### src/rtl/raycast_pkg.sv
// Shared raycaster definitions: screen geometry defaults, scheduler states and column issue modes.
package raycast_pkg;

  localparam int unsigned SCREEN_WIDTH_DEFAULT  = 320;
  localparam int unsigned SCREEN_HEIGHT_DEFAULT = 240;

  typedef enum logic [1:0] {
    SCHED_IDLE  = 2'd0,
    SCHED_ISSUE = 2'd1,
    SCHED_DONE  = 2'd2
  } sched_state_t;

  typedef enum logic {
    MODE_FULL       = 1'b0,
    MODE_INTERLACED = 1'b1
  } mode_t;

endpackage

### src/rtl/ray_column_scheduler_rr_lane_pointer.sv
// Round-robin lane pointer: modulo-LANES counter with synchronous clear and advance.
module rr_lane_pointer #(
  parameter  int unsigned LANES = 2,
  localparam int unsigned PTR_W = (LANES > 1) ? $clog2(LANES) : 1
) (
  input  logic             pixel_clk_in,
  input  logic             rst_in,
  input  logic             clear,
  input  logic             advance,
  output logic [PTR_W-1:0] ptr,
  output logic [PTR_W-1:0] ptr_next_c
);

  // Clear wins over advance so a frame start always lands on lane 0.
  always_comb begin
    ptr_next_c = ptr;
    if (clear) begin
      ptr_next_c = '0;
    end else if (advance) begin
      ptr_next_c = (32'(ptr) == LANES - 1) ? '0 : ptr + PTR_W'(1);
    end
  end

  always_ff @(posedge pixel_clk_in or posedge rst_in) begin
    if (rst_in) begin
      ptr <= '0;
    end else begin
      ptr <= ptr_next_c;
    end
  end

endmodule

### src/rtl/ray_column_scheduler.sv
// Issues screen column indices round-robin to downstream ray lanes, one frame per accepted
// frame_start_in, in full or interlaced (alternating even/odd) order.
module ray_column_scheduler
  import raycast_pkg::*;
#(
  parameter int unsigned SCREEN_WIDTH = SCREEN_WIDTH_DEFAULT,
  parameter int unsigned LANES        = 2,
  parameter int unsigned HCOUNT_WIDTH = $clog2(SCREEN_WIDTH)
) (
  input  logic                    pixel_clk_in,
  input  logic                    rst_in,
  input  logic                    frame_start_in,
  input  logic                    mode_in,
  input  logic [LANES-1:0]        lane_tready_in,
  output logic [LANES-1:0]        lane_tvalid_out,
  output logic [HCOUNT_WIDTH-1:0] hcount_out,
  output logic                    tlast_out,
  output logic                    busy_out,
  output logic                    frame_done_out,
  output logic                    overrun_out
);

  localparam int unsigned PTR_W     = (LANES > 1) ? $clog2(LANES) : 1;
  localparam int unsigned LAST_FULL = SCREEN_WIDTH - 1;
  localparam int unsigned LAST_EVEN = ((SCREEN_WIDTH - 1) % 2 == 0) ? SCREEN_WIDTH - 1 : SCREEN_WIDTH - 2;
  localparam int unsigned LAST_ODD  = ((SCREEN_WIDTH - 1) % 2 == 1) ? SCREEN_WIDTH - 1 : SCREEN_WIDTH - 2;

  sched_state_t            state, state_nxt;
  mode_t                   mode_q, mode_nxt;
  logic                    parity_q, parity_nxt;
  logic [HCOUNT_WIDTH-1:0] last_col_q, last_col_nxt;
  logic [HCOUNT_WIDTH-1:0] hcount_nxt;
  logic [LANES-1:0]        tvalid_nxt;
  logic                    tlast_nxt;
  logic                    busy_nxt;
  logic                    done_nxt;
  logic                    overrun_nxt;
  logic                    ptr_clear;
  logic                    ptr_advance;
  logic [PTR_W-1:0]        lane_ptr;
  logic [PTR_W-1:0]        lane_ptr_next;
  logic                    hs_c;
  logic [HCOUNT_WIDTH-1:0] start_col_c;
  logic [HCOUNT_WIDTH-1:0] step_c;

  rr_lane_pointer #(
    .LANES (LANES)
  ) u_lane_ptr (
    .pixel_clk_in (pixel_clk_in),
    .rst_in       (rst_in),
    .clear        (ptr_clear),
    .advance      (ptr_advance),
    .ptr          (lane_ptr),
    .ptr_next_c   (lane_ptr_next)
  );

  assign hs_c        = lane_tvalid_out[lane_ptr] && lane_tready_in[lane_ptr];
  assign start_col_c = mode_in ? HCOUNT_WIDTH'(parity_q) : '0;
  assign step_c      = (mode_q == MODE_INTERLACED) ? HCOUNT_WIDTH'(2) : HCOUNT_WIDTH'(1);

  // Next-state and registered-output logic.
  always_comb begin
    state_nxt    = state;
    mode_nxt     = mode_q;
    parity_nxt   = parity_q;
    last_col_nxt = last_col_q;
    hcount_nxt   = hcount_out;
    tvalid_nxt   = lane_tvalid_out;
    tlast_nxt    = tlast_out;
    busy_nxt     = busy_out;
    done_nxt     = 1'b0;
    overrun_nxt  = 1'b0;
    ptr_clear    = 1'b0;
    ptr_advance  = 1'b0;

    unique case (state)
      SCHED_IDLE: begin
        if (frame_start_in) begin
          state_nxt  = SCHED_ISSUE;
          mode_nxt   = mode_t'(mode_in);
          ptr_clear  = 1'b1;
          hcount_nxt = start_col_c;
          if (!mode_in) begin
            last_col_nxt = HCOUNT_WIDTH'(LAST_FULL);
          end else if (parity_q) begin
            last_col_nxt = HCOUNT_WIDTH'(LAST_ODD);
          end else begin
            last_col_nxt = HCOUNT_WIDTH'(LAST_EVEN);
          end
          tlast_nxt  = (start_col_c == last_col_nxt);
          tvalid_nxt = LANES'(1);
          busy_nxt   = 1'b1;
        end
      end

      SCHED_ISSUE: begin
        overrun_nxt = frame_start_in;
        if (hs_c) begin
          if (tlast_out) begin
            state_nxt  = SCHED_DONE;
            tvalid_nxt = '0;
            tlast_nxt  = 1'b0;
            hcount_nxt = '0;
            busy_nxt   = 1'b0;
            done_nxt   = 1'b1;
            if (mode_q == MODE_INTERLACED) begin
              parity_nxt = ~parity_q;
            end
          end else begin
            ptr_advance = 1'b1;
            hcount_nxt  = hcount_out + step_c;
            tlast_nxt   = (hcount_nxt == last_col_q);
            tvalid_nxt  = LANES'(1) << lane_ptr_next;
          end
        end
      end

      SCHED_DONE: begin
        // A start request landing on the return to idle is still an overrun.
        state_nxt   = SCHED_IDLE;
        overrun_nxt = frame_start_in;
      end

      default: begin
        state_nxt  = SCHED_IDLE;
        tvalid_nxt = '0;
        tlast_nxt  = 1'b0;
        busy_nxt   = 1'b0;
      end
    endcase
  end

  always_ff @(posedge pixel_clk_in or posedge rst_in) begin
    if (rst_in) begin
      state           <= SCHED_IDLE;
      mode_q          <= MODE_FULL;
      parity_q        <= 1'b0;
      last_col_q      <= '0;
      hcount_out      <= '0;
      lane_tvalid_out <= '0;
      tlast_out       <= 1'b0;
      busy_out        <= 1'b0;
      frame_done_out  <= 1'b0;
      overrun_out     <= 1'b0;
    end else begin
      state           <= state_nxt;
      mode_q          <= mode_nxt;
      parity_q        <= parity_nxt;
      last_col_q      <= last_col_nxt;
      hcount_out      <= hcount_nxt;
      lane_tvalid_out <= tvalid_nxt;
      tlast_out       <= tlast_nxt;
      busy_out        <= busy_nxt;
      frame_done_out  <= done_nxt;
      overrun_out     <= overrun_nxt;
    end
  end

endmodule

### config.mk
export PLATFORM = sky130hd
export DESIGN_NAME = ray_column_scheduler
export DESIGN_NICKNAME = d
export VERILOG_FILES = /design/src/rtl/raycast_pkg.sv /design/src/rtl/ray_column_scheduler_rr_lane_pointer.sv /design/src/rtl/ray_column_scheduler.sv
export SDC_FILE = /design/constraint.sdc
export NUM_CORES = 1
export LEC_CHECK = 0
export CORE_UTILIZATION = 60
export CTS_CLUSTER_SIZE = 16
export DETAILED_ROUTE_END_ITERATION = 7
export DONT_BUFFER_PORTS = 1
export PLACE_DENSITY_LB_ADDON = 0.3
export SLEW_MARGIN = 20
export SYNTH_ARGS = -nofsm -noshare
export SYNTH_HDL_FRONTEND = slang
export SYNTH_SLANG_ARGS = --single-unit
### constraint.sdc
create_clock -name pixel_clk_in -period 2.2 [get_ports pixel_clk_in]
set_input_delay 0.44 -clock pixel_clk_in [delete_from_list [all_inputs] [get_ports pixel_clk_in]]
set_output_delay 0.44 -clock pixel_clk_in [all_outputs]
set_load 0.02 [all_outputs]
==> flow_results.xml, run 1 <==
<?xml version="1.0" encoding="UTF-8"?>
<metrics>
  <group name="status">
    <metric name="outcome" unit="">finished clean</metric>
  </group>
  <group name="timing">
    <metric name="period_share" unit="%">92.5</metric>
    <metric name="relSlewSlack" unit="%">43.1</metric>
    <metric name="period_needed" unit="ns">2.04</metric>
    <metric name="report.final.slew_viol_count" unit="">0</metric>
    <metric name="finalWorstSetupSlack" unit="ns">0.164</metric>
    <metric name="worst_slew_pin_slew" unit="ns">0.852</metric>
    <metric name="highest_clock_rate" unit="GHz">0.491</metric>
    <metric name="finalHoldViolations" unit="">0</metric>
    <metric name="clock-skew-final" unit="ns">0.00547</metric>
    <metric name="final.setup.tns" unit="ns">0</metric>
    <metric name="rsz0062_at_grt" unit="">no</metric>
    <metric name="setup-violations-final" unit="">0</metric>
  </group>
  <group name="worst_setup_path">
    <metric name="worst-r2r-cell-count" unit="">8</metric>
    <metric name="timing.critical_path.to_type" unit="">flop</metric>
    <metric name="crit_path_start_kind" unit="">flop</metric>
    <metric name="critPathCapture" unit="">tlast_out</metric>
    <metric name="worstPathRequired" unit="ns">2.38</metric>
    <metric name="crit_type" unit="">flop to flop</metric>
    <metric name="critPathMaxStageDelay" unit="ns">0.45</metric>
    <metric name="cp_slowest_cell" unit="">sky130_fd_sc_hd__dfrtp_1</metric>
    <metric name="reg2reg_slack" unit="ns">0.16</metric>
    <metric name="ordered_cell_list_for_the_critical_path" unit="">inv_1, ha_1, fa_2, and2_1, a211oi_1, nor3_1, a21oi_1, o22ai_1</metric>
    <metric name="r2r-start" unit="">mode_q</metric>
    <metric name="worst_ep_arrival_time" unit="ns">2.22</metric>
    <metric name="crit_path_max_fanout" unit="">8</metric>
    <metric name="rr_endpoint" unit="">tlast_out</metric>
    <metric name="critPathLaunch" unit="">mode_q</metric>
  </group>
  <group name="job">
    <metric name="maxCapViolCount" unit="">0</metric>
  </group>
  <group name="die">
    <metric name="boundaryPins" unit="">21</metric>
    <metric name="die_width" unit="µm">48.2</metric>
    <metric name="rows" unit="">16</metric>
    <metric name="fp.coreArea" unit="mm²">0.00198</metric>
    <metric name="fp.dieH" unit="µm">48.2</metric>
    <metric name="die_ar" unit="mm²">0.00232</metric>
    <metric name="initial_utilization" unit="%">64.5</metric>
  </group>
  <group name="layout">
    <metric name="layout.nets" unit="">154</metric>
    <metric name="insertedDiodeCount" unit="">0</metric>
    <metric name="layout-drive-gt1-share" unit="%">8.57</metric>
    <metric name="area.sequential" unit="µm²">551</metric>
    <metric name="nFillCells" unit="">154</metric>
    <metric name="final_cell_area" unit="mm²">0.00133</metric>
    <metric name="area_growth_syn_to_layout" unit="%">4.21</metric>
    <metric name="multi_input_area" unit="µm²">666</metric>
  </group>
  <group name="detailed_routing">
    <metric name="route.detailed.wl_per_inst" unit="µm">15.6</metric>
    <metric name="route.vias.total" unit="">1088</metric>
    <metric name="detailedRoute.firstPassIterationCount" unit="">4</metric>
    <metric name="drc_errors" unit="">0</metric>
    <metric name="via_per_inst" unit="">6.51</metric>
    <metric name="antenna_violating_nets_post_route" unit="">0</metric>
    <metric name="detailedRoute.firstIterationViolations" unit="">24</metric>
    <metric name="drt_wl_total" unit="µm">2600</metric>
  </group>
  <group name="placement">
    <metric name="place_area" unit="mm²">0.00131</metric>
    <metric name="place.port_buffers" unit="">0</metric>
    <metric name="hpwlAfterDp" unit="µm">1890</metric>
    <metric name="place_ws" unit="ns">0.0990</metric>
    <metric name="gpl.final_weighted_congestion" unit="">0.869</metric>
  </group>
  <group name="synth">
    <metric name="yosysUniqueCellTypes" unit="">39</metric>
    <metric name="synth.yosys.warnings" unit="">0</metric>
    <metric name="synth_net_count" unit="">150</metric>
    <metric name="ys_seq_area_share" unit="%">43.1</metric>
    <metric name="synth_register_bits" unit="">22</metric>
    <metric name="syn-mean-instance-area" unit="µm²">9.27</metric>
    <metric name="syn-instance-count" unit="">138</metric>
    <metric name="synth_area" unit="mm²">0.00128</metric>
  </group>
  <group name="power">
    <metric name="worst_voltage_drop_across_the_vdd_grid" unit="mV">0.876</metric>
    <metric name="leakagePower" unit="nW">0.569</metric>
    <metric name="power_density" unit="mW/mm²">1330</metric>
  </group>
  <group name="clock_network">
    <metric name="cts.root.buffer_cell" unit="">sky130_fd_sc_hd__clkbuf_4</metric>
    <metric name="clock-sinks" unit="">22</metric>
    <metric name="cts_setup_buffers" unit="">0</metric>
    <metric name="tritoncts" unit="">done</metric>
    <metric name="worst_skew_pair.late_latency" unit="ns">0.30</metric>
    <metric name="htreeDepth" unit="">1</metric>
    <metric name="cts_made_buffers" unit="">3</metric>
    <metric name="clk_transition_reported_paths" unit="ns">0.12</metric>
    <metric name="clock_tree.buffer_depth" unit="">2</metric>
  </group>
  <group name="hold_path">
    <metric name="hold_path_class" unit="">input port to asynchronous set/reset pin</metric>
  </group>
  <group name="global_routing">
    <metric name="grt_start_max_net_pins" unit="">23</metric>
    <metric name="grt.total_usage" unit="%">24.1</metric>
    <metric name="grt_antenna_before_repair" unit="">0</metric>
    <metric name="total_grt_overflow" unit="">0</metric>
    <metric name="grt_pass1_wl" unit="µm">3860</metric>
    <metric name="grt_pass1_vias" unit="">918</metric>
  </group>
</metrics>
-- layout by cell type (no fill, tap or decap), drive strengths merged, types with 2 or more instances in the layout --
| master | Yosys | layout |
|---|---|---|
| a21oi | 9 | 9 |
| a31oi | 2 | 2 |
| and2 | 3 | 3 |
| and3 | 4 | 4 |
| buf | 3 | 3 |
| clkbuf | 1 | 3 |
| dfrtp | 22 | 22 |
| ha | 5 | 5 |
| inv | 10 | 10 |
| nand2 | 15 | 15 |
| nand2b | 5 | 5 |
| nand3 | 4 | 4 |
| nand4 | 2 | 2 |
| nor2 | 6 | 6 |
| nor2b | 3 | 3 |
| nor3 | 5 | 5 |
| nor4 | 3 | 3 |
| o21ai | 10 | 10 |
| o22ai | 2 | 2 |
| o2bb2ai | 3 | 3 |
| o31ai | 3 | 3 |
| or3 | 2 | 2 |
| xnor2 | 3 | 3 |
| xor2 | 3 | 3 |
-- where the power goes --
part           total (W)  switching [W]  internal (W)
clock           0.000184       0.000120     0.0000638
combinational   0.000865       0.000508      0.000357
sequential      0.000727       0.000212      0.000515
-- worst min-delay path by stage --
stage / start / endpoint / slack (ns) / depth (start not counted)
after floorplan: rst_in / busy_out / 0.43 / 1
after global placement: parity_q / parity_q / 0.49 / 1
after detailed placement: last_col_q[5] / last_col_q[5] / 0.49 / 1
after CTS: rst_in / state[1] / 0.20 / 1
after global routing: rst_in / state[1] / 0.25 / 1
final: rst_in / parity_q / 0.18 / 1
-- per-stage QoR --
step | hold WS (ns) | std cells | power [W] | utilization [%]
6_report | 0.182 | 167 | 0.00178 | 67.2
3_3_place_gp | 0.489 | 164 | 0.00155 | 66.0
5_1_grt | 0.246 | 167 | 0.00191 | 67.2
2_1_floorplan | 0.429 | 138 | 0.00138 | -
3_5_place_dp | 0.486 | 164 | 0.00158 | 66.0
4_1_cts | 0.204 | 167 | 0.00177 | 67.1
-- worst max-delay path, delay by kind of cell (launching register included) --
family,cells,cell delay [ns]
flip-flops,1,0.45
AO/OA/AOI/OAI,3,0.49
buffers and inverters,1,0.06
adder cells (fa/ha/maj),2,0.63
AND/OR/NAND/NOR,2,0.29
-- final cells by class --
cell class,count,share of cell area (%)
well taps,27,2.54
flip-flops and latches,22,41.3
inverters,10,2.82
multi-input cells,102,50.0
repair buffers,3,1.69
clock buffers,3,1.69
-- what timing repair did --
action | CTS | global route
hold buffers | 0 | 0
gates resized for setup | 0 | 1
endpoints found under the setup margin | 0 | 1
hold endpoints to repair | 0 | 0
-- registers in the layout, indices dropped and copies added, names as in the netlist --
| name | flops |
|---|---|
| busy_out | 1 |
| frame_done_out | 1 |
| overrun_out | 1 |
| u_lane_ptr.ptr | 1 |
| mode_q | 1 |
| last_col_q | 2 |
| state | 2 |
| parity_q | 1 |
| hcount_out | 9 |
| tlast_out | 1 |
| lane_tvalid_out | 2 |
-- synthesized netlist by cell type, drive strengths merged --
| cell type | count | share of area [%] |
|---|---|---|
| or3 | 2 | 1.4 |
| ha | 5 | 4.9 |
| o311ai | 1 | 0.69 |
| o211a | 1 | 0.78 |
| o2bb2ai | 3 | 2.1 |
| fa | 1 | 1.6 |
| mux2 | 1 | 0.88 |
| nand2 | 15 | 4.4 |
| o21ai | 10 | 4.2 |
| o22ai | 2 | 0.98 |
| and3 | 4 | 2.0 |
| o32a | 1 | 0.78 |
| xor2 | 3 | 2.1 |
| clkbuf | 1 | 0.29 |
| o41ai | 1 | 1.3 |
| a31oi | 2 | 0.98 |
| nor3 | 5 | 2.0 |
| buf | 3 | 1.9 |
| xnor2 | 3 | 2.1 |
| o31ai | 3 | 1.8 |
| nand4 | 2 | 0.98 |
| and2 | 3 | 1.5 |
| a32oi | 1 | 0.69 |
| nand2b | 5 | 2.4 |
| nor2 | 6 | 1.8 |
| inv | 10 | 2.9 |
| dfrtp | 22 | 43 |
| a21o | 1 | 0.59 |
| a211oi | 1 | 0.59 |
| a21oi | 9 | 3.5 |
| nand4b | 1 | 0.69 |
| nand3 | 4 | 1.6 |
| nor2b | 3 | 1.5 |
| nor4 | 3 | 1.5 |
-- cell families (layout without fill, tap and decap cells) --
family	Yosys count	count (layout)	share of synthesized area (%)
adders and majority gates	6	6	6.46
muxes	1	1	0.881
xor gates and xnor gates	6	6	4.11
and+or+nand+nor	53	53	21.5
AOI/OAI and AO/OA	36	36	18.9
DFF	22	22	43.1
buffers and inverters	14	16	5.09
-- routing by layer --
layer  up-vias  GRT usage, %  part of all wire [%]
li1        499             -                     -
met1       535          30.5                    44
met2        46          41.6                    50
met3         8          4.44                   4.8
met4         0          7.22                  0.89
met5         -             0                     0
Power figures use the tool's default switching activity.
==> run 2, diff against run 1 <==
- CORE_MARGIN: not set -> 3
- RECOVER_POWER: not set -> 25
- clock period: 2.2 -> 2.5 ns (I/O delays scaled with it)
==> flow_results.xml, run 2 (synthesis results as in run 1) <==
<?xml version="1.0" encoding="UTF-8"?>
<metrics>
  <group name="power">
    <metric name="power_density" unit="mW/mm²">1180</metric>
    <metric name="netSwitchingPower" unit="W">0.000733</metric>
    <metric name="leakagePower" unit="nW">0.568</metric>
    <metric name="power.share.sequential" unit="%">41.9</metric>
    <metric name="clockPowerShare" unit="%">12.7</metric>
    <metric name="worst_voltage_drop_across_the_vdd_grid" unit="mV">0.674</metric>
    <metric name="internal-power" unit="W">0.000832</metric>
    <metric name="power_switching_share" unit="%">46.9</metric>
    <metric name="combinational_cell_fraction_of_total_power" unit="%">45.3</metric>
  </group>
  <group name="clock_network">
    <metric name="clock-sinks" unit="">22</metric>
    <metric name="tritoncts" unit="">done</metric>
    <metric name="cts_setup_buffers" unit="">0</metric>
    <metric name="cts_made_buffers" unit="">3</metric>
    <metric name="worst_skew_pair.late_latency" unit="ns">0.31</metric>
    <metric name="cts_hold_buffers" unit="">0</metric>
    <metric name="clock_tree.buffer_depth" unit="">2</metric>
    <metric name="cts_repair_resize_count" unit="">0</metric>
    <metric name="cts.root.buffer_cell" unit="">sky130_fd_sc_hd__clkbuf_4</metric>
    <metric name="clk_transition_reported_paths" unit="ns">0.12</metric>
    <metric name="htreeDepth" unit="">1</metric>
  </group>
  <group name="timing">
    <metric name="final.setup.tns" unit="ns">0</metric>
    <metric name="highest_clock_rate" unit="GHz">0.469</metric>
    <metric name="report.final.slew_viol_count" unit="">0</metric>
    <metric name="setup-violations-final" unit="">0</metric>
    <metric name="period_needed" unit="ns">2.13</metric>
    <metric name="relSlewSlack" unit="%">47.0</metric>
    <metric name="worst_slew_pin_slew" unit="ns">0.794</metric>
    <metric name="timing.hold.ws" unit="ns">0.210</metric>
    <metric name="rsz0062_at_grt" unit="">no</metric>
    <metric name="clock-skew-final" unit="ns">0.00272</metric>
    <metric name="finalHoldViolations" unit="">0</metric>
    <metric name="period_share" unit="%">85.2</metric>
  </group>
  <group name="worst_setup_path">
    <metric name="crit_type" unit="">flop to flop</metric>
    <metric name="worst_ep_arrival_time" unit="ns">2.33</metric>
    <metric name="crit_path_max_fanout" unit="">8</metric>
    <metric name="cp.buffers_inverters" unit="">0</metric>
    <metric name="crit_path_start_kind" unit="">flop</metric>
    <metric name="worstPathRequired" unit="ns">2.70</metric>
    <metric name="reg2reg_slack" unit="ns">0.37</metric>
    <metric name="timing.critical_path.to_type" unit="">flop</metric>
    <metric name="ordered_cell_list_for_the_critical_path" unit="">ha_1, fa_1, and2_1, a211oi_1, nor3_1, a21oi_1, o22ai_1</metric>
    <metric name="cp_slowest_cell" unit="">sky130_fd_sc_hd__fa_1</metric>
    <metric name="critPathMaxStageDelay" unit="ns">0.50</metric>
    <metric name="critical-path-top-delay-family" unit="">adder cells</metric>
  </group>
  <group name="detailed_routing">
    <metric name="antenna_violating_nets_post_route" unit="">0</metric>
    <metric name="via_per_inst" unit="">6.28</metric>
    <metric name="detailedRoute.firstPassIterationCount" unit="">4</metric>
    <metric name="detailedRoute.firstIterationViolations" unit="">26</metric>
    <metric name="route.detailed.wl_per_inst" unit="µm">15.5</metric>
    <metric name="drc_errors" unit="">0</metric>
    <metric name="route.vias.total" unit="">1043</metric>
    <metric name="drt_wl_total" unit="µm">2570</metric>
  </group>
  <group name="placement">
    <metric name="dp_cells" unit="">162</metric>
    <metric name="place.port_buffers" unit="">0</metric>
    <metric name="gpl.final_weighted_congestion" unit="">0.910</metric>
    <metric name="hpwlAfterDp" unit="µm">1920</metric>
  </group>
  <group name="layout">
    <metric name="highest_count_cells_in_the_layout_ignoring_fill_and_taps" unit="">sky130_fd_sc_hd__dfrtp_1 (22), sky130_fd_sc_hd__nand2_1 (15), sky130_fd_sc_hd__inv_1 (10)</metric>
    <metric name="layout-drive-gt1-share" unit="%">7.19</metric>
    <metric name="area_growth_syn_to_layout" unit="%">3.91</metric>
    <metric name="largest_register_ffs" unit="">9</metric>
    <metric name="insertedDiodeCount" unit="">0</metric>
    <metric name="most_frequent_standard_cell_in_the_layout_excluding_fill_and_tap_cells" unit="">sky130_fd_sc_hd__dfrtp_1</metric>
    <metric name="max_flop_register" unit="">hcount_out</metric>
    <metric name="layout.nets" unit="">152</metric>
    <metric name="post_route_non_filler_standard_cell_count" unit="">166</metric>
    <metric name="finalCoreUtilization" unit="%">67.0</metric>
  </group>
  <group name="die">
    <metric name="rows" unit="">16</metric>
    <metric name="fp.dieH" unit="µm">52.2</metric>
    <metric name="die_width" unit="µm">52.2</metric>
    <metric name="die_ar" unit="mm²">0.00272</metric>
    <metric name="initial_utilization" unit="%">64.5</metric>
    <metric name="fp.coreArea" unit="mm²">0.00198</metric>
    <metric name="boundaryPins" unit="">21</metric>
  </group>
  <group name="global_routing">
    <metric name="grt_pass1_wl" unit="µm">4230</metric>
    <metric name="grt_pass1_vias" unit="">1001</metric>
    <metric name="grt_start_max_net_pins" unit="">23</metric>
    <metric name="total_grt_overflow" unit="">0</metric>
    <metric name="grt_antenna_before_repair" unit="">0</metric>
    <metric name="grt.total_usage" unit="%">21.1</metric>
  </group>
  <group name="status">
    <metric name="outcome" unit="">finished clean</metric>
  </group>
  <group name="job">
    <metric name="maxCapViolCount" unit="">0</metric>
  </group>
  <group name="hold_path">
    <metric name="hold_path_class" unit="">input port to asynchronous set/reset pin</metric>
  </group>
</metrics>
[run 2: changes by cell type in the layout (fill, tap and decap cells not counted), sizes merged]
cell / before / now
clkbuf: 3 / 4
buf: 3 / 1
[run 2: final cells by class]
class	instances	area (µm²)
Inverter	10	37.5
Timing Repair Buffer	1	7.51
Clock buffer	4	36.3
Tap cell	27	33.8
Fill cell	145	653
Multi-Input combinational cell	102	663
Sequential cell	22	551
[run 2: per-stage QoR]
stage	cell area, µm²	power [W]	setup WS, ns
finish	1330	0.00157	0.369
global route	1330	0.00169	0.199
CTS	1330	0.00157	0.373
detailed placement	1290	0.00137	0.398
global placement	1290	0.00135	0.432
floorplan	1280	0.00121	0.480
[run 2: power by group through the flow]
| stage | registers, W | logic [W] | clock network, W |
|---|---|---|---|
| 5_1_grt | 0.000673 | 0.000798 | 0.000218 |
| 3_5_place_dp | 0.000663 | 0.000704 | 0 |
| 3_3_place_gp | 0.000656 | 0.000691 | 0 |
| 2_1_floorplan | 0.000624 | 0.000588 | 0 |
| 4_1_cts | 0.000655 | 0.000709 | 0.000203 |
| 6_report | 0.000656 | 0.000710 | 0.000199 |
[run 2: worst paths after layout]
kind,depth (start not counted),endpoint,start
max,7,tlast_out,hcount_out[0]
min,1,tlast_out,rst_in
max reg2reg,7,tlast_out,hcount_out[0]
min reg2reg,1,parity_q,parity_q
max in group asynchronous,1,lane_tvalid_out[0],rst_in
min in group pixel_clk_in,1,overrun_out,frame_start_in
[run 2: layer usage]
| layer | part of all wire, % | vias to the layer above | track usage (%) |
|---|---|---|---|
| met5 | 0 | - | 0 |
| met4 | 2.3 | 0 | 8.94 |
| met3 | 7.2 | 7 | 8.02 |
| met2 | 50 | 45 | 35.4 |
| met1 | 41 | 496 | 23.8 |
| li1 | - | 495 | - |
==> run 3, diff against run 2 <==
--- a/config.mk
+++ b/config.mk
@@ -7,5 +7,5 @@
 export LEC_CHECK = 0
 export CORE_MARGIN = 3
-export CORE_UTILIZATION = 60
+export CORE_UTILIZATION = 55
 export CTS_CLUSTER_SIZE = 16
 export DETAILED_ROUTE_END_ITERATION = 7
==> constraint.sdc (replaced) <==
create_clock -name pixel_clk_in -period 1.85 [get_ports pixel_clk_in]
set_input_delay 0.2775 -clock pixel_clk_in [delete_from_list [all_inputs] [get_ports pixel_clk_in]]
set_output_delay 0.2775 -clock pixel_clk_in [all_outputs]
set_load 0.02 [all_outputs]
==> flow_results.xml, run 3 (synthesis results as in run 1) <==
<?xml version="1.0" encoding="UTF-8"?>
<metrics>
  <group name="status">
    <metric name="outcome" unit="">finished, violations left</metric>
    <metric name="violated_checks" unit="">negative setup slack</metric>
  </group>
  <group name="hold_path">
    <metric name="holdPathEnd" unit="">overrun_out</metric>
    <metric name="whs_path_depth" unit="">1</metric>
    <metric name="hold_path_class" unit="">input port to flop</metric>
    <metric name="worst_hold_startpoint" unit="">frame_start_in</metric>
  </group>
  <group name="global_routing">
    <metric name="grt_pass1_wl" unit="µm">5020</metric>
    <metric name="total_grt_overflow" unit="">0</metric>
    <metric name="grt_antenna_before_repair" unit="">0</metric>
    <metric name="grt_pass1_vias" unit="">1085</metric>
    <metric name="grt.total_usage" unit="%">23.8</metric>
    <metric name="grt_start_max_net_pins" unit="">16</metric>
  </group>
  <group name="clock_network">
    <metric name="cts_made_buffers" unit="">3</metric>
    <metric name="worst_skew_pair.late_latency" unit="ns">0.31</metric>
    <metric name="clk_transition_reported_paths" unit="ns">0.13</metric>
    <metric name="htreeDepth" unit="">1</metric>
    <metric name="tritoncts" unit="">done</metric>
    <metric name="clock_tree.buffer_depth" unit="">2</metric>
    <metric name="cts.root.buffer_cell" unit="">sky130_fd_sc_hd__clkbuf_4</metric>
    <metric name="clock-sinks" unit="">22</metric>
  </group>
  <group name="placement">
    <metric name="place.port_buffers" unit="">0</metric>
    <metric name="place_ws" unit="ns">-0.0969</metric>
    <metric name="dp_cells" unit="">176</metric>
    <metric name="gpl.final_weighted_congestion" unit="">0.895</metric>
    <metric name="hpwlAfterDp" unit="µm">2230</metric>
  </group>
  <group name="worst_setup_path">
    <metric name="ordered_cell_list_for_the_critical_path" unit="">inv_2, ha_4, fa_2, nand2_2, nor4_2, a211oi_2, nor3_2, a21oi_1, o22ai_1</metric>
    <metric name="critPathLaunch" unit="">mode_q</metric>
    <metric name="worst_ep_arrival_time" unit="ns">2.12</metric>
    <metric name="r2r-start" unit="">mode_q</metric>
    <metric name="crit_type" unit="">flop to flop</metric>
    <metric name="crit_path_max_fanout" unit="">7</metric>
    <metric name="worst-r2r-cell-count" unit="">9</metric>
    <metric name="critPathMaxStageDelay" unit="ns">0.43</metric>
    <metric name="timing.critical_path.to_type" unit="">flop</metric>
    <metric name="reg2reg_slack" unit="ns">-0.07</metric>
    <metric name="crit_path_start_kind" unit="">flop</metric>
    <metric name="worstPathRequired" unit="ns">2.05</metric>
    <metric name="rr_endpoint" unit="">tlast_out</metric>
    <metric name="cp_slowest_cell" unit="">sky130_fd_sc_hd__dfrtp_2</metric>
  </group>
  <group name="job">
    <metric name="maxCapViolCount" unit="">0</metric>
  </group>
  <group name="detailed_routing">
    <metric name="antenna_violating_nets_post_route" unit="">0</metric>
    <metric name="drt_wl_total" unit="µm">3160</metric>
    <metric name="drc_errors" unit="">0</metric>
    <metric name="detailedRoute.firstPassIterationCount" unit="">5</metric>
    <metric name="via_per_inst" unit="">6.11</metric>
    <metric name="route.vias.total" unit="">1148</metric>
    <metric name="route.detailed.wl_per_inst" unit="µm">16.8</metric>
    <metric name="detailedRoute.firstIterationViolations" unit="">42</metric>
  </group>
  <group name="timing">
    <metric name="worst_slew_pin_slew" unit="ns">0.807</metric>
    <metric name="finalHoldViolations" unit="">0</metric>
    <metric name="relSlewSlack" unit="%">46.2</metric>
    <metric name="finalWorstSetupSlack" unit="ns">-0.0710</metric>
    <metric name="rsz0062_at_grt" unit="">yes</metric>
    <metric name="clock-skew-final" unit="ns">0.00412</metric>
    <metric name="period_share" unit="%">104</metric>
    <metric name="setup-violations-final" unit="">1</metric>
    <metric name="highest_clock_rate" unit="GHz">0.521</metric>
    <metric name="period_needed" unit="ns">1.92</metric>
    <metric name="timing.hold.ws" unit="ns">0.0918</metric>
    <metric name="report.final.slew_viol_count" unit="">0</metric>
  </group>
  <group name="layout">
    <metric name="layout.nets" unit="">174</metric>
    <metric name="area_growth_syn_to_layout" unit="%">22.8</metric>
    <metric name="insertedDiodeCount" unit="">0</metric>
    <metric name="finalCoreUtilization" unit="%">75.4</metric>
    <metric name="layout-drive-gt1-share" unit="%">28.6</metric>
    <metric name="post_route_non_filler_standard_cell_count" unit="">188</metric>
    <metric name="max_flop_register" unit="">hcount_out</metric>
    <metric name="largest_register_ffs" unit="">9</metric>
    <metric name="highest_count_cells_in_the_layout_ignoring_fill_and_taps" unit="">sky130_fd_sc_hd__buf_4 (21), sky130_fd_sc_hd__dfrtp_1 (20), sky130_fd_sc_hd__nand2_1 (13)</metric>
    <metric name="most_frequent_standard_cell_in_the_layout_excluding_fill_and_tap_cells" unit="">sky130_fd_sc_hd__buf_4</metric>
  </group>
  <group name="die">
    <metric name="die_width" unit="µm">54.2</metric>
    <metric name="fp.coreArea" unit="mm²">0.00208</metric>
    <metric name="fp.dieH" unit="µm">54.2</metric>
    <metric name="initial_utilization" unit="%">61.4</metric>
    <metric name="rows" unit="">16</metric>
    <metric name="die_ar" unit="mm²">0.00294</metric>
    <metric name="boundaryPins" unit="">21</metric>
  </group>
  <group name="power">
    <metric name="power.share.sequential" unit="%">30.0</metric>
    <metric name="clockPowerShare" unit="%">10.5</metric>
    <metric name="netSwitchingPower" unit="W">0.00117</metric>
    <metric name="report.power.total" unit="W">0.00261</metric>
    <metric name="power_switching_share" unit="%">44.8</metric>
    <metric name="leakagePower" unit="nW">0.673</metric>
    <metric name="power_density" unit="mW/mm²">1660</metric>
    <metric name="worst_voltage_drop_across_the_vdd_grid" unit="mV">1.19</metric>
    <metric name="internal-power" unit="W">0.00144</metric>
    <metric name="combinational_cell_fraction_of_total_power" unit="%">59.5</metric>
  </group>
</metrics>
-- run 3: cell count changes in the layout (fill, tap and decap cells not counted), sizes merged --
cell	change
buf	+20
clkbuf	+1
dlygate4sd3	+1
-- run 3: worst max path at each step --
stage,cells after the start,slack (ns),to
2_1_floorplan,9,0.04,tlast_out
3_3_place_gp,9,0.04,tlast_out
3_5_place_dp,9,-0.1,tlast_out
4_1_cts,9,-0.02,tlast_out
5_1_grt,9,-0.19,tlast_out
6_report,9,-0.07,tlast_out
-- run 3: timing repair --
action,CTS,global route
hold endpoints to repair,7,0
endpoints found under the setup margin,1,6
hold buffers,1,0
buffers inserted,4,3
pin swaps,6,2
resized for setup,3,5
-- run 3: final cells by class --
cell class                      count  area (µm²)
Inverter                           10        37.5
Tap cell                           27        33.8
Multi-Input combinational cell    102         738
Sequential cell                    22         553
Timing Repair Buffer               23         171
Clock buffer                        4        36.3
Fill cell                         159         512
-- run 3: layer usage --
metal,share of wire (%),up-vias,GRT usage (%)
met5,0,-,0
met4,1.5,0,11.2
met3,6.1,8,3.81
met2,47,48,37.5
met1,45,548,31.8
li1,-,544,-
-- run 3: stage by stage --
stage          cell area (µm²)  setup TNS, ns
2_1_floorplan             1340              0
3_3_place_gp              1440              0
3_5_place_dp              1440        -0.0969
4_1_cts                   1540        -0.0191
5_1_grt                   1570         -0.186
6_report                  1570        -0.0710
-- run 3: critical path: cells and delay by family, from the launching register on --
kind	cells	cell delay (ns)
DFF	1	0.43
adders and majority gates	2	0.58
AOI/OAI and AO/OA	3	0.50
buffers and inverters	1	0.06
and+or+nand+nor	3	0.25
-- run 3: power by group through the flow --
| stage | Combinational, W | Clock (W) | Sequential (W) |
|---|---|---|---|
| 2_1_floorplan | 0.000906 | 0 | 0.000859 |
| 3_3_place_gp | 0.00129 | 0 | 0.000780 |
| 3_5_place_dp | 0.00135 | 0 | 0.000790 |
| 4_1_cts | 0.00148 | 0.000275 | 0.000781 |
| 5_1_grt | 0.00171 | 0.000297 | 0.000807 |
| 6_report | 0.00155 | 0.000275 | 0.000785 |
